### src/rtl/gray_counter_param.sv
// gray_counter_param: parametrised up/down Gray-code counter.
//
// Keeps a binary count and a Gray count in two registers that are both loaded
// from the same next-state binary value, so count_gray always equals
// count_bin ^ (count_bin >> 1) with no skew between them.
//
// Parameters:
//   WIDTH    counter width in bits (2..32)
//   SATURATE 0 = wrap at the terminal value, 1 = hold at the terminal value
//   RST_VAL  binary value loaded on reset (< 2**WIDTH)
//
// Ports:
//   clk        rising-edge clock
//   rst        synchronous active-high reset
//   en         count enable
//   up         direction, 1 = increment, 0 = decrement
//   ld         synchronous load (overrides en)
//   data_in    load value
//   count_bin  registered binary count
//   count_gray registered Gray count
//   tc         terminal count (combinational from the registered count)
//   wrap       registered one-cycle pulse after a wrap-around
//
// Optional feature, macro GRAY_CNT_GRAY_LOAD_EN: when defined, data_in is a
// Gray code and is converted to binary on load; otherwise data_in is binary.

module gray_counter_param #(
  parameter int unsigned WIDTH    = 4,
  parameter int unsigned SATURATE = 0,
  parameter int unsigned RST_VAL  = 0
) (
  input  logic             clk,
  input  logic             rst,
  input  logic             en,
  input  logic             up,
  input  logic             ld,
  input  logic [WIDTH-1:0] data_in,
  output logic [WIDTH-1:0] count_bin,
  output logic [WIDTH-1:0] count_gray,
  output logic             tc,
  output logic             wrap
);

  localparam logic [WIDTH-1:0] RstBin  = RST_VAL[WIDTH-1:0];
  localparam logic [WIDTH-1:0] RstGray = RstBin ^ (RstBin >> 1);
  localparam logic [WIDTH-1:0] OneVal  = WIDTH'(1);
  localparam logic [WIDTH-1:0] AllOnes = '1;

  logic [WIDTH-1:0] bin_q, bin_d;
  logic [WIDTH-1:0] gray_q, gray_d;
  logic             wrap_q, wrap_d;
  logic [WIDTH-1:0] load_bin;
  logic [WIDTH-1:0] term_val;
  logic             at_term;

`ifdef GRAY_CNT_GRAY_LOAD_EN
  // Gray-to-binary: each binary bit is the XOR of all Gray bits at or above it.
  always_comb begin
    load_bin = '0;
    load_bin[WIDTH-1] = data_in[WIDTH-1];
    for (int i = int'(WIDTH) - 2; i >= 0; i--) begin
      load_bin[i] = load_bin[i+1] ^ data_in[i];
    end
  end
`else
  assign load_bin = data_in;
`endif

  assign term_val = up ? AllOnes : '0;
  assign at_term  = (bin_q == term_val);
  assign tc       = en & ~ld & at_term;

  always_comb begin
    bin_d  = bin_q;
    wrap_d = 1'b0;
    if (ld) begin
      bin_d = load_bin;
    end else if (en) begin
      if (at_term && (SATURATE != 0)) begin
        bin_d = bin_q;
      end else begin
        bin_d  = up ? (bin_q + OneVal) : (bin_q - OneVal);
        wrap_d = at_term;
      end
    end
    // Gray is always derived from the next binary value, never the current one.
    gray_d = bin_d ^ (bin_d >> 1);
  end

  always_ff @(posedge clk) begin
    if (rst) begin
      bin_q  <= RstBin;
      gray_q <= RstGray;
      wrap_q <= 1'b0;
    end else begin
      bin_q  <= bin_d;
      gray_q <= gray_d;
      wrap_q <= wrap_d;
    end
  end

  assign count_bin  = bin_q;
  assign count_gray = gray_q;
  assign wrap       = wrap_q;

endmodule

### config.mk
export PLATFORM = sky130hd
export DESIGN_NAME = gray_counter_param
export DESIGN_NICKNAME = d
export VERILOG_FILES = /design/src/rtl/gray_counter_param.sv
export SDC_FILE = /design/constraint.sdc
export NUM_CORES = 1
export LEC_CHECK = 0
export ABC_AREA = 1
export CORE_AREA = 2 2 39 41
export CTS_CLUSTER_SIZE = 16
export DETAILED_ROUTE_END_ITERATION = 6
export DIE_AREA = 0 0 41 43
export GPL_ROUTABILITY_DRIVEN = 0
export PLACE_DENSITY = 0.69
export RECOVER_POWER = 25
export SYNTH_ARGS = -nofsm -noshare
export SYNTH_HDL_FRONTEND = slang
export SYNTH_SLANG_ARGS = --single-unit
### constraint.sdc
create_clock -name clk -period 1.7 [get_ports clk]
set_clock_uncertainty 0.2 [all_clocks]
set_input_delay 0.255 -clock clk [delete_from_list [all_inputs] [get_ports clk]]
set_output_delay 0.255 -clock clk [all_outputs]
set_load 0.02 [all_outputs]
Yosys cells after proc, flatten, opt, wreduce, memory -nomap -nowiden
Cells that the tools add are included.

Register bits after elaboration: 9. Output and inout bits: 10.

Add/sub/neg operators: 2. Equal/unequal tests: 1. Multiplexer cells: 4. Bitwise operators: 5. Reduce and logical (&&, ||, !) cells: 1.

Operators by type and width (number): 4-bit 2-to-1 mux (4); 4-bit by 1-bit adder with 4-bit output (second input constant) (1); 4-bit == test (1); 4-bit by 1-bit subtractor with 4-bit output (second input constant) (1); 4-bit by 3-bit XOR with 4-bit output (1); 3-bit OR reduction (1); 1-bit bitwise AND (2); 1-bit inverter (2).

Longest topological paths before layout
Depth after elaboration: 5. Gate-level depth with buffers: 11. Depth with buffers taken out: 11.

Worst setup path before layout
OpenSTA, ideal clock, no wires.

Kind: reg2reg. From: reg bin_q[0], in the netlist count_bin[0]. To: reg gray_q[0], in the netlist count_gray[0]. Arrival time: 1428 ps. Data required time: 1383 ps. Path slack: -45 ps. Cell stages (with the launch flop): 7. Buffers on the path: 0. Path through: dfxtp_1 -> fa_1 -> nand2_1 -> nand3_1 -> o21ai_2 -> nor2_2 -> o22a_1.

Longest elaborated chain between the ends: 5.

RTL lines: from (decl) (line 49) `logic [WIDTH-1:0] bin_q, bin_d;`; from (signal assigned) (line 92) `bin_q <= RstBin;`; from (signal assigned) (line 96) `bin_q <= bin_d;`; 4-bit by 1-bit subtractor with 4-bit output or 4-bit by 1-bit adder with 4-bit output (tied branches) (line 82) `bin_d = up ? (bin_q + OneVal) : (bin_q - OneVal);`; 4-bit 2-to-1 mux (line 82); 4-bit 2-to-1 mux (*) (line 78) `end else if (en) begin`; 4-bit 2-to-1 mux (*) (line 76) `if (ld) begin`; 4-bit by 3-bit XOR with 4-bit output (*) (line 87) `gray_d = bin_d ^ (bin_d >> 1);`; to (signal assigned) (line 93) `gray_q <= RstGray;`; to (signal assigned) (line 97) `gray_q <= gray_d;`; to (decl) (line 50) `logic [WIDTH-1:0] gray_q, gray_d;`.

Every way passes the cells marked *; elsewhere a longest branch is shown, timed or not. A chain may end at the register's enable or synchronous reset.

Final worst setup path
From: reg bin_q[1], in the netlist count_bin[1]. To: out tc.

Longest elaborated chain between the ends: 2.

RTL lines: 4-bit == test (line 70) `assign at_term = (bin_q == term_val);`; 1-bit bitwise AND (line 71) `assign tc = en & ~ld & at_term;`; to (decl) (line 40) `output logic tc,`.

No other way between the ends.

==> summary.md <==
| Metric | Value |
|---|---|
| Status | finished clean |
| Synth Flop Type | dfxtp_1 |
| Hold Slack | 364 ps |
| Met2 usage in global routing | 24.7% |
| Unrepaired setup endpoints after global routing | true |
| CP required | 1240 ps |
| Clk buf depth | 2 |
| Remaining Overflow, GRT | 0 |
| Post-Place Setup Slack | -690 ps |
| Row count | 14 |
| Highest clock rate | 596 MHz |
| Slew HR | 80.1% |
| Largest family of logic cells by synthesized area | simple AND/OR/NAND/NOR gates |
| Layer with the highest usage | met2 |
| Crit path kind | reg -> out |
| Placed cell count | 110 |
| Yosys warnings | 0 |
| Share of layout cells above drive strength 1 | 45.5% |
| Post-Synth XOR/XNOR Area | 1.91% |
| Antenna viol nets, final | 0 |
| CP max stage delay | 320 ps |
| Complex-gate fraction of the synthesized area | 17.2% |
| Number of port buffers | 18 |
| # DRC | 0 |
| Initial Utilization | 33.2% |
| Hold Vio Cnt, Final | 0 |
| Synth Area in Simple Gates | 27.2% |
| Sequential area share after synthesis | 34.9% |
| Final setup violating endpoints | 0 |
| Post-synth top area share | 34.9% |
| Wire length of the first global-routing pass | 1750 um |
| Post-synth EDFFs | 0 |
| Count of cell types in the netlist | 19 |
| Antenna cells | 0 |
| Cell family with most CP delay | flip-flops |
| Final min period | 1680 ps |
| CP arrival | 1220 ps |
| Main area contributors after synthesis | dfxtp_1, nand2_1, ha_1 |
| Net Count, Synth | 75 |
| Mux contribution to synthesized area | 0% |
| Nets | 113 |
| TritonCTS clock tree | built |
| CP cell instances | ha_1, nand4_1, nor2_1, buf_4 |
| Max stage delay cell, worst path | dfxtp_2 |
| Post-Syn Instances | 63 |
| Post-CTS Hold Buffers | 0 |
| DP Wirelength | 889 um |
| Syn_area_per_cell | 7.29 um^2 |
| Total Routing Usage GR | 14.8% |
| Most frequent cells in the layout | buf_4, nand2_1, clkdlybuf4s50_1 |
| # Max-Cap Violations | 0 |
| Critical path peak fanout | 2 |
| Die width | 41 um |
| Final Non-Filler Cells | 115 |
| Commonest non-fill, non-tap cell in the layout | buf_4 |
| H-tree depth | 1 |
| CTS root buffer | clkbuf_4 |
| Largest area contributor in the netlist | dfxtp_1 |
| 1st-pass router iterations | 4 |
| Power per Cell Area | 707 nW/um^2 |
| P&R area growth vs syn | 86.6% |
| Core ar. | 1380 um^2 |
| Worst vdd rail ir drop | 0.476 mV |
| Startpoint types | flip-flop |
| Initial antenna violation count | 0 |
| Cell area after synthesis | 459 um^2 |
| M1 GR Usage | 16.4% |
| CTS Sinks | 8 |
| Clk slew on worst S/H paths | 50 ps |
| Worst Hold Class | in -> reg |
| Die Height | 43 um |
| Crit end category | output port |
| Leakage | 0.407 nW |
| Slew Viols, Final | 0 |
| Via density | 4.49 |
| Largest net degree at the start of global routing | 7 |
| Routed len/inst | 10.0 um |
| Die area | 1760 um^2 |
| Fin worst setup slack | 22.6 ps |
| Worst skew pair latency | 250 ps |
| DRT iter0 DRCs | 8 |
| Vias in the first global route | 457 |
| Tightest Pin Transition | 297 ps |
| Adder-cell share of the synthesized area | 9.81% |
| Yosys reg bits | 8 |
| Synth async-reset ratio | 0% |
| Cts bufs inserted | 3 |
| Final WL | 1160 um |
| CP bufs+invs | 1 |
| Top Ports | 19 |
| Grt met3 use | 1.57% |
| Vias | 516 |
| Crit share post-route | 98.7% |
[worst paths after layout]
path,to,from,slack [ps],cells past startpoint
setup / recovery,tc,count_bin[1],20,4
hold / removal,wrap,up,360,6
setup reg to reg,count_gray[0],count_bin[1],50,6
hold reg to reg,wrap,count_bin[0],430,4
[worst min-delay path, cell delays in order]
cell             delay [ps]
clkdlybuf4s15_2         190
inv_2                    60
nand2_1                  90
o21ai_1                  70
inv_1                    70
nor3_1                   40
[stage by stage]
step	cell area, um^2	power (W)	util (%)	setup TNS, ps
6_report	857	0.000606	61.9	0
5_1_grt	857	0.000643	61.9	-156
4_1_cts	810	0.000587	58.5	-14.6
3_5_place_dp	759	0.000439	54.9	-3610
3_3_place_gp	759	0.000437	54.9	-3500
2_1_floorplan	462	0.000329	-	0
[state kept, by name, summed over array words and instances (netlist names)]
| name | cells |
|---|---|
| count_bin | 4 |
| count_gray | 3 |
| wrap | 1 |
[logic make-up after synthesis]
group,count (synthesis)
buffers and inverters,10
xor gates and xnor gates,1
AOI/OAI and AO/OA,12
and+or+nand+nor,29
DFF,8
adders and majority gates,3
[what timing repair did]
item / 4_1_cts / 5_1_grt
buffers inserted: 1 / 1
endpoints found under the setup margin: 12 / 5
pin swaps: 5 / 8
gates resized for setup: 19 / 10
[Yosys cell counts, drive strengths merged (2+ instances only)]
cell,number
nand2,17
inv,9
a21oi,5
nor2,6
dfxtp,8
ha,2
o21ai,6
nand3,4
[per-layer routing]
layer  up-vias  share of wire, %
met5         -                 0
met2        12                51
met1       223                43
li1        276                 -
met4         0               2.8
met3         5               2.8
[layout make-up]
cell class / instances / area (um^2)
fill: 116 / 527
multi-input combinational: 45 / 317
timing repair buffer: 34 / 300
sequential: 8 / 164
inverter: 9 / 33.8
clock buffer: 3 / 22.5
tap: 16 / 20.0
[where the power goes]
part	internal, W	switching [W]
Combinational	0.000126	0.000121
Clock	0.0000805	0.0000603
Sequential	0.000207	0.0000109
(Power assumes the default switching activity.)
